**src/rtl/collision_probe_pkg.sv**
```systemverilog
// collision_probe_pkg
// Level-wide constants for the playfield and tile codes, plus the helper
// that turns a raw tile-map answer into an effective tile class.
// No ports (package).
package collision_probe_pkg;

    // Tile codes as stored in the tile map
    typedef enum logic [2:0] {
        TILE_EMPTY = 3'd0,
        TILE_SOLID = 3'd1,
        TILE_SPIKE = 3'd2,
        TILE_GOAL  = 3'd3
    } tile_t;

    // Playfield geometry in pixels
    localparam int LEFT    = 144;
    localparam int TOP     = 35;
    localparam int FIELD_W = 640;
    localparam int FIELD_H = 480;
    localparam int TILE    = 32;
    localparam int COL_MAX = FIELD_W / TILE - 1;
    localparam int ROW_MAX = FIELD_H / TILE - 1;

    // Inclusive in-range window in 11-bit probe coordinates
    localparam logic [10:0] X_MIN = 11'(LEFT);
    localparam logic [10:0] X_MAX = 11'(LEFT + FIELD_W - 1);
    localparam logic [10:0] Y_MIN = 11'(TOP);
    localparam logic [10:0] Y_MAX = 11'(TOP + FIELD_H - 1);

    // Probe sequence: indices 0..5, last one is FR
    localparam logic [2:0] LAST_IDX = 3'd5;

    typedef enum logic [1:0] {
        ST_IDLE  = 2'd0,
        ST_PROBE = 2'd1,
        ST_DONE  = 2'd2
    } state_t;

    // Anything outside the field behaves as a wall; undefined codes 4-7
    // are harmless background.
    function automatic tile_t decode_tile(input logic [2:0] code, input logic oor);
        tile_t t;
        if (oor) begin
            t = TILE_SOLID;
        end else if (code > 3'd3) begin
            t = TILE_EMPTY;
        end else begin
            t = tile_t'(code);
        end
        return t;
    endfunction

endpackage

```
**src/rtl/collision_probe_probe_point.sv**
```systemverilog
// probe_point
// Maps the latched player box origin and a probe index to the 11-bit pixel
// coordinate of that probe, and flags coordinates outside the playfield.
// Ports:
//   base_x_i, base_y_i : player box top-left (10 bits)
//   idx_i              : probe index 0..5 (TL,TR,BL,BR,FL,FR)
//   x_o, y_o           : probe coordinate (11 bits, never wraps)
//   oor_o              : coordinate lies outside the visible field
module probe_point
    import collision_probe_pkg::*;
#(
    parameter int PW = 32,
    parameter int PH = 32
) (
    input  logic [9:0]  base_x_i,
    input  logic [9:0]  base_y_i,
    input  logic [2:0]  idx_i,
    output logic [10:0] x_o,
    output logic [10:0] y_o,
    output logic        oor_o
);

    localparam logic [10:0] DX_RIGHT  = 11'(PW - 1);
    localparam logic [10:0] DY_BOTTOM = 11'(PH - 1);
    localparam logic [10:0] DY_FOOT   = 11'(PH);

    logic [10:0] dx;
    logic [10:0] dy;

    always_comb begin
        dx = '0;
        dy = '0;
        case (idx_i)
            3'd1: dx = DX_RIGHT;
            3'd2: dy = DY_BOTTOM;
            3'd3: begin dx = DX_RIGHT; dy = DY_BOTTOM; end
            3'd4: dy = DY_FOOT;
            3'd5: begin dx = DX_RIGHT; dy = DY_FOOT; end
            default: begin dx = '0; dy = '0; end
        endcase
    end

    // 11-bit sums cannot overflow (1023 + PW stays below 2048), so anything
    // above 1023 is simply caught by the window compare.
    assign x_o   = {1'b0, base_x_i} + dx;
    assign y_o   = {1'b0, base_y_i} + dy;
    assign oor_o = (x_o < X_MIN) || (x_o > X_MAX) || (y_o < Y_MIN) || (y_o > Y_MAX);

endmodule

```
**src/rtl/collision_probe.sv**
```systemverilog
// collision_probe
// Probes six points around a player box against a tile map through a single
// query port and reports collision / ground / hazard / goal flags.
// Ports:
//   clk, rst            : clock, asynchronous active-high reset
//   start               : request a probe sequence (honoured only when idle)
//   px, py              : player box top-left, latched on accepted start
//   qx, qy, q_en        : registered tile-map query address and valid
//   qdata               : tile code for qx/qy, same cycle
//   busy, done          : sequence active / one-cycle completion pulse
//   hit_*, grounded,
//   hazard, goal        : result flags, updated only when a sequence ends
module collision_probe
    import collision_probe_pkg::*;
#(
    parameter int PW = 32,
    parameter int PH = 32
) (
    input  logic       clk,
    input  logic       rst,
    input  logic       start,
    input  logic [9:0] px,
    input  logic [9:0] py,
    output logic [9:0] qx,
    output logic [9:0] qy,
    output logic       q_en,
    input  logic [2:0] qdata,
    output logic       busy,
    output logic       done,
    output logic       hit_top,
    output logic       hit_bottom,
    output logic       hit_left,
    output logic       hit_right,
    output logic       grounded,
    output logic       hazard,
    output logic       goal
);

    state_t      state_q;
    logic [2:0]  idx_q;
    logic [9:0]  px_q, py_q;
    logic [9:0]  qx_q, qy_q;
    logic        oor_q;
    logic        q_en_q, busy_q, done_q;
    logic        hit_top_q, hit_bottom_q, hit_left_q, hit_right_q;
    logic        grounded_q, hazard_q, goal_q;

    // Per-probe results gathered during the sequence; probe 5 is consumed
    // directly at the final edge so it is never stored.
    logic [4:0]  solid_q;
    logic [3:0]  spike_q;
    logic [3:0]  goalt_q;

    // Next probe to present: in IDLE it is probe 0 of the incoming start
    // (taken straight from px/py), otherwise the one after idx_q.
    logic [9:0]  px_d, py_d;
    logic [2:0]  idx_d;
    logic [10:0] pp_x, pp_y;
    logic        pp_oor;
    logic        unused_msb;

    tile_t       cur_tile;
    logic        cur_solid;
    logic [5:0]  solid_all;

    always_comb begin
        px_d  = px_q;
        py_d  = py_q;
        idx_d = idx_q + 3'd1;
        if (state_q == ST_IDLE) begin
            px_d  = px;
            py_d  = py;
            idx_d = 3'd0;
        end
    end

    probe_point #(
        .PW(PW),
        .PH(PH)
    ) u_probe_point (
        .base_x_i (px_d),
        .base_y_i (py_d),
        .idx_i    (idx_d),
        .x_o      (pp_x),
        .y_o      (pp_y),
        .oor_o    (pp_oor)
    );

    // Bit 10 only matters for the out-of-range decision made inside probe_point.
    assign unused_msb = pp_x[10] ^ pp_y[10];

    assign cur_tile  = decode_tile(qdata, oor_q);
    assign cur_solid = (cur_tile == TILE_SOLID);
    assign solid_all = {cur_solid, solid_q};

    always_ff @(posedge clk or posedge rst) begin
        if (rst) begin
            state_q      <= ST_IDLE;
            idx_q        <= '0;
            px_q         <= '0;
            py_q         <= '0;
            qx_q         <= '0;
            qy_q         <= '0;
            oor_q        <= 1'b0;
            q_en_q       <= 1'b0;
            busy_q       <= 1'b0;
            done_q       <= 1'b0;
            solid_q      <= '0;
            spike_q      <= '0;
            goalt_q      <= '0;
            hit_top_q    <= 1'b0;
            hit_bottom_q <= 1'b0;
            hit_left_q   <= 1'b0;
            hit_right_q  <= 1'b0;
            grounded_q   <= 1'b0;
            hazard_q     <= 1'b0;
            goal_q       <= 1'b0;
        end else begin
            case (state_q)
                ST_IDLE: begin
                    done_q <= 1'b0;
                    if (start) begin
                        px_q    <= px;
                        py_q    <= py;
                        idx_q   <= 3'd0;
                        qx_q    <= pp_x[9:0];
                        qy_q    <= pp_y[9:0];
                        oor_q   <= pp_oor;
                        q_en_q  <= 1'b1;
                        busy_q  <= 1'b1;
                        solid_q <= '0;
                        spike_q <= '0;
                        goalt_q <= '0;
                        state_q <= ST_PROBE;
                    end
                end
                ST_PROBE: begin
                    if (idx_q == LAST_IDX) begin
                        hit_top_q    <= solid_all[0] | solid_all[1];
                        hit_bottom_q <= solid_all[2] | solid_all[3];
                        hit_left_q   <= solid_all[0] | solid_all[2];
                        hit_right_q  <= solid_all[1] | solid_all[3];
                        grounded_q   <= solid_all[4] | solid_all[5];
                        hazard_q     <= |spike_q;
                        goal_q       <= |goalt_q;
                        q_en_q       <= 1'b0;
                        done_q       <= 1'b1;
                        state_q      <= ST_DONE;
                    end else begin
                        solid_q[idx_q] <= cur_solid;
                        // Foot probes (4,5) only contribute to grounded
                        if (idx_q < 3'd4) begin
                            spike_q[idx_q[1:0]] <= (cur_tile == TILE_SPIKE);
                            goalt_q[idx_q[1:0]] <= (cur_tile == TILE_GOAL);
                        end
                        idx_q <= idx_d;
                        qx_q  <= pp_x[9:0];
                        qy_q  <= pp_y[9:0];
                        oor_q <= pp_oor;
                    end
                end
                ST_DONE: begin
                    done_q  <= 1'b0;
                    busy_q  <= 1'b0;
                    state_q <= ST_IDLE;
                end
                default: begin
                    q_en_q  <= 1'b0;
                    busy_q  <= 1'b0;
                    done_q  <= 1'b0;
                    state_q <= ST_IDLE;
                end
            endcase
        end
    end

    assign qx         = qx_q;
    assign qy         = qy_q;
    assign q_en       = q_en_q;
    assign busy       = busy_q;
    assign done       = done_q;
    assign hit_top    = hit_top_q;
    assign hit_bottom = hit_bottom_q;
    assign hit_left   = hit_left_q;
    assign hit_right  = hit_right_q;
    assign grounded   = grounded_q;
    assign hazard     = hazard_q;
    assign goal       = goal_q;

endmodule

```
**config.mk**
```make
export PLATFORM = sky130hd
export DESIGN_NAME = collision_probe
export DESIGN_NICKNAME = d
export VERILOG_FILES = /design/src/rtl/collision_probe_pkg.sv /design/src/rtl/collision_probe_probe_point.sv /design/src/rtl/collision_probe.sv
export SDC_FILE = /design/constraint.sdc
export NUM_CORES = 1
export LEC_CHECK = 0
export CORE_AREA = 5 5 99 101
export CTS_CLUSTER_DIAMETER = 120
export DETAILED_ROUTE_END_ITERATION = 8
export DIE_AREA = 0 0 104 106
export GPL_ROUTABILITY_DRIVEN = 0
export PLACE_DENSITY = 0.74
export SETUP_SLACK_MARGIN = 0.1
export SLEW_MARGIN = 20
export SYNTH_ARGS = -nofsm -noshare
export SYNTH_HDL_FRONTEND = slang
export SYNTH_SLANG_ARGS = --single-unit
```
**constraint.sdc**
```tcl
create_clock -name clk -period 4.18 [get_ports clk]
set_input_delay 0.418 -clock clk [delete_from_list [all_inputs] [get_ports clk]]
set_output_delay 0.418 -clock clk [all_outputs]
set_load 0.05 [all_outputs]
```
==> impl_metrics.tcl <==
set metrics [dict create \
    run_status "completed" \
    ctsHoldBuffers 0 \
    worst_pin_slew_ns 0.936 \
    max_freq_ghz 0.277 \
    insertedDiodeCount 0 \
    tritoncts "built" \
    clock_sinks 69 \
    core_area_um2 8930 \
    htreeDepth 3 \
    clock_latency_ns 0.34 \
    die_h_um 106 \
    setup-tns-final_ns 0 \
    drv_cap 0 \
    critPathArrivalTime_ns 3.87 \
    period_needed_ns 3.61 \
    final_nets 497 \
    grt_pass1_vias 2976 \
    cp-end-kind "flip-flop" \
    layout_common_cells "nand2_1, dfrtp_1, clkdlybuf4s50_1" \
    synth_seq_cells 69 \
    ant_nets 0 \
    dieArea_um2 11000 \
    vias 3046 \
    io_buffers 55 \
    final_hold_viol_count 0 \
    drt_wl_total_um 8500 \
    hold-worst-slack_ns 0.476 \
    grt_start_max_net_pins 46 \
    final_util 0.517 \
    setup_viol 0 \
    start_util 0.427 \
    drv_slew 0 \
    synth.avg_cell_area_um2 9.53 \
    grt_usage 0.159 \
    clk_pin_slew_ns 0.07 \
    period_share 0.863 \
    clk_path_buf_depth 2 \
    start_kind "flip-flop" \
    grt_overflow 0 \
    final.fill_count 806 \
    crit_type "reg2reg" \
    dp_cells 554 \
    yosys_warnings 0 \
    rsz0062_at_grt "no" \
    multiInputGateArea_um2 1960 \
    skew_ns 0.0101 \
    drtPass1Iterations 4 \
    cts_inserted_buffers 9 \
    synth.distinct_cells 48 \
    regArea_um2 1730 \
    drtIter0Drc 178 \
    synth-async-reset-ratio 1.00 \
    syn_nets 443 \
    dpl.hpwl_um 6410 \
    netlist_area_um2 3810 \
    dieWidth_um 104 \
    num_rows 35 \
    synthCells 400 \
    antenna_found_initial 0 \
    drive_above_1_share 0.107 \
    grt_pass1_wl_um 14500 \
    cp.required_ns 4.44 \
    final_common_cell "nand2_1" \
    cp_max_fo 6 \
    drc 0 \
    pin_count 56 \
    ys_seq_area_frac 0.453 \
    instances_no_fill 569 \
    via_per_inst 5.35 \
    slew_headroom 0.375 \
    synthToLayoutAreaGrowth_pct 21.2 \
    synth_edf_count 0 \
    synth-main-ff-cell "dfrtp_1" \
    cts.root.buffer_cell "clkbuf_8" \
    hold_class "reg2reg" \
    routedWlPerCell_um 14.9 \
]
[repair_timing]
item | in CTS | in global routing
setup buffers | 0 | 0
endpoints found under the hold margin | 0 | 0
gates resized for setup | 0 | 1
endpoints found under the setup margin | 0 | 1
[sequential cells by signal, summed over array words and instances, names as in the netlist, 2 cells and up]
register	count
px_q	10
py_q	10
qx	10
qy	10
solid_q	5
goalt_q	4
spike_q	4
idx_q	3
state_q	2
[cells by family after synthesis]
| family | synth area share |
|---|---|
| flops | 0.453 |
| simple gates | 0.185 |
| xor+xnor | 0.0345 |
| compound gates | 0.150 |
| buf+inv | 0.0348 |
| fa+ha+maj | 0.0597 |
| mux | 0.0830 |
[per-layer routing]
metal / up-vias / global-route usage / routed length, um
met5: - / 0 / 0
met1: 1444 / 0.210 / 3860
met4: 0 / 0.0490 / 114
met3: 11 / 0.0389 / 389
met2: 74 / 0.259 / 4140
li1: 1517 / - / -
[metrics by stage]
stage / instance area, um2 / worst slack [ns]
after floorplan: 3810 / 0.842
after global placement: 4450 / 0.632
after detailed placement: 4450 / 0.380
after CTS: 4610 / 0.358
after global routing: 4620 / 0.337
final: 4620 / 0.572
[synth_stat cells, types with 5 or more instances]
| cell | number | area share |
|---|---|---|
| mux2_2 | 21 | 0.062 |
| ha_1 | 15 | 0.049 |
| nand3_1 | 14 | 0.018 |
| nor3_1 | 7 | 0.0092 |
| o21ai_0 | 38 | 0.050 |
| inv_1 | 13 | 0.013 |
| a211oi_1 | 5 | 0.0098 |
| nor2_1 | 14 | 0.014 |
| clkbuf_1 | 12 | 0.012 |
| and3_1 | 5 | 0.0082 |
| dfrtp_1 | 69 | 0.45 |
| xnor2_1 | 7 | 0.016 |
| a22o_1 | 8 | 0.018 |
| nand2_1 | 87 | 0.086 |
| xor2_1 | 8 | 0.018 |
| a21oi_1 | 10 | 0.013 |
| mux2i_1 | 8 | 0.021 |
| nor2b_1 | 5 | 0.0082 |
[worst max-delay path, stage by stage (launching register included)]
cell	delay, ns
dfrtp_1	0.45
ha_1	0.30
xnor2_1	0.24
and3_1	0.36
ha_1	0.25
inv_1	0.07
fa_1	0.43
nor2b_1	0.15
o21a_1	0.17
a311o_1	0.28
and3_1	0.22
o21ai_0	0.08
a221o_1	0.37
a41oi_2	0.16
[worst paths after layout]
kind | startpoint | end | slack, ns | depth (start not counted)
worst max-delay path | idx_q[0] | oor_q | 0.57 | 13
worst min-delay path | qx[0] | qx[0] | 0.48 | 2
worst max register to register | idx_q[0] | oor_q | 0.57 | 13
worst min register to register | qx[0] | qx[0] | 0.48 | 2
max in group asynchronous | rst | solid_q[4] | 2.70 | 3
min in group asynchronous | rst | px_q[0] | 0.60 | 2
[cell type report]
class,instances,area share
well taps,111,0.0301
clock inverters,4,0.00542
multi-input cells,302,0.424
clock buffers,11,0.0306
repair buffers,59,0.126
flip-flops and latches,69,0.374
inverters,13,0.0106
Power is left out: the tool's default activity adds up to more than one toggle a clock period on the data nets, which glitch-free logic cannot reach.
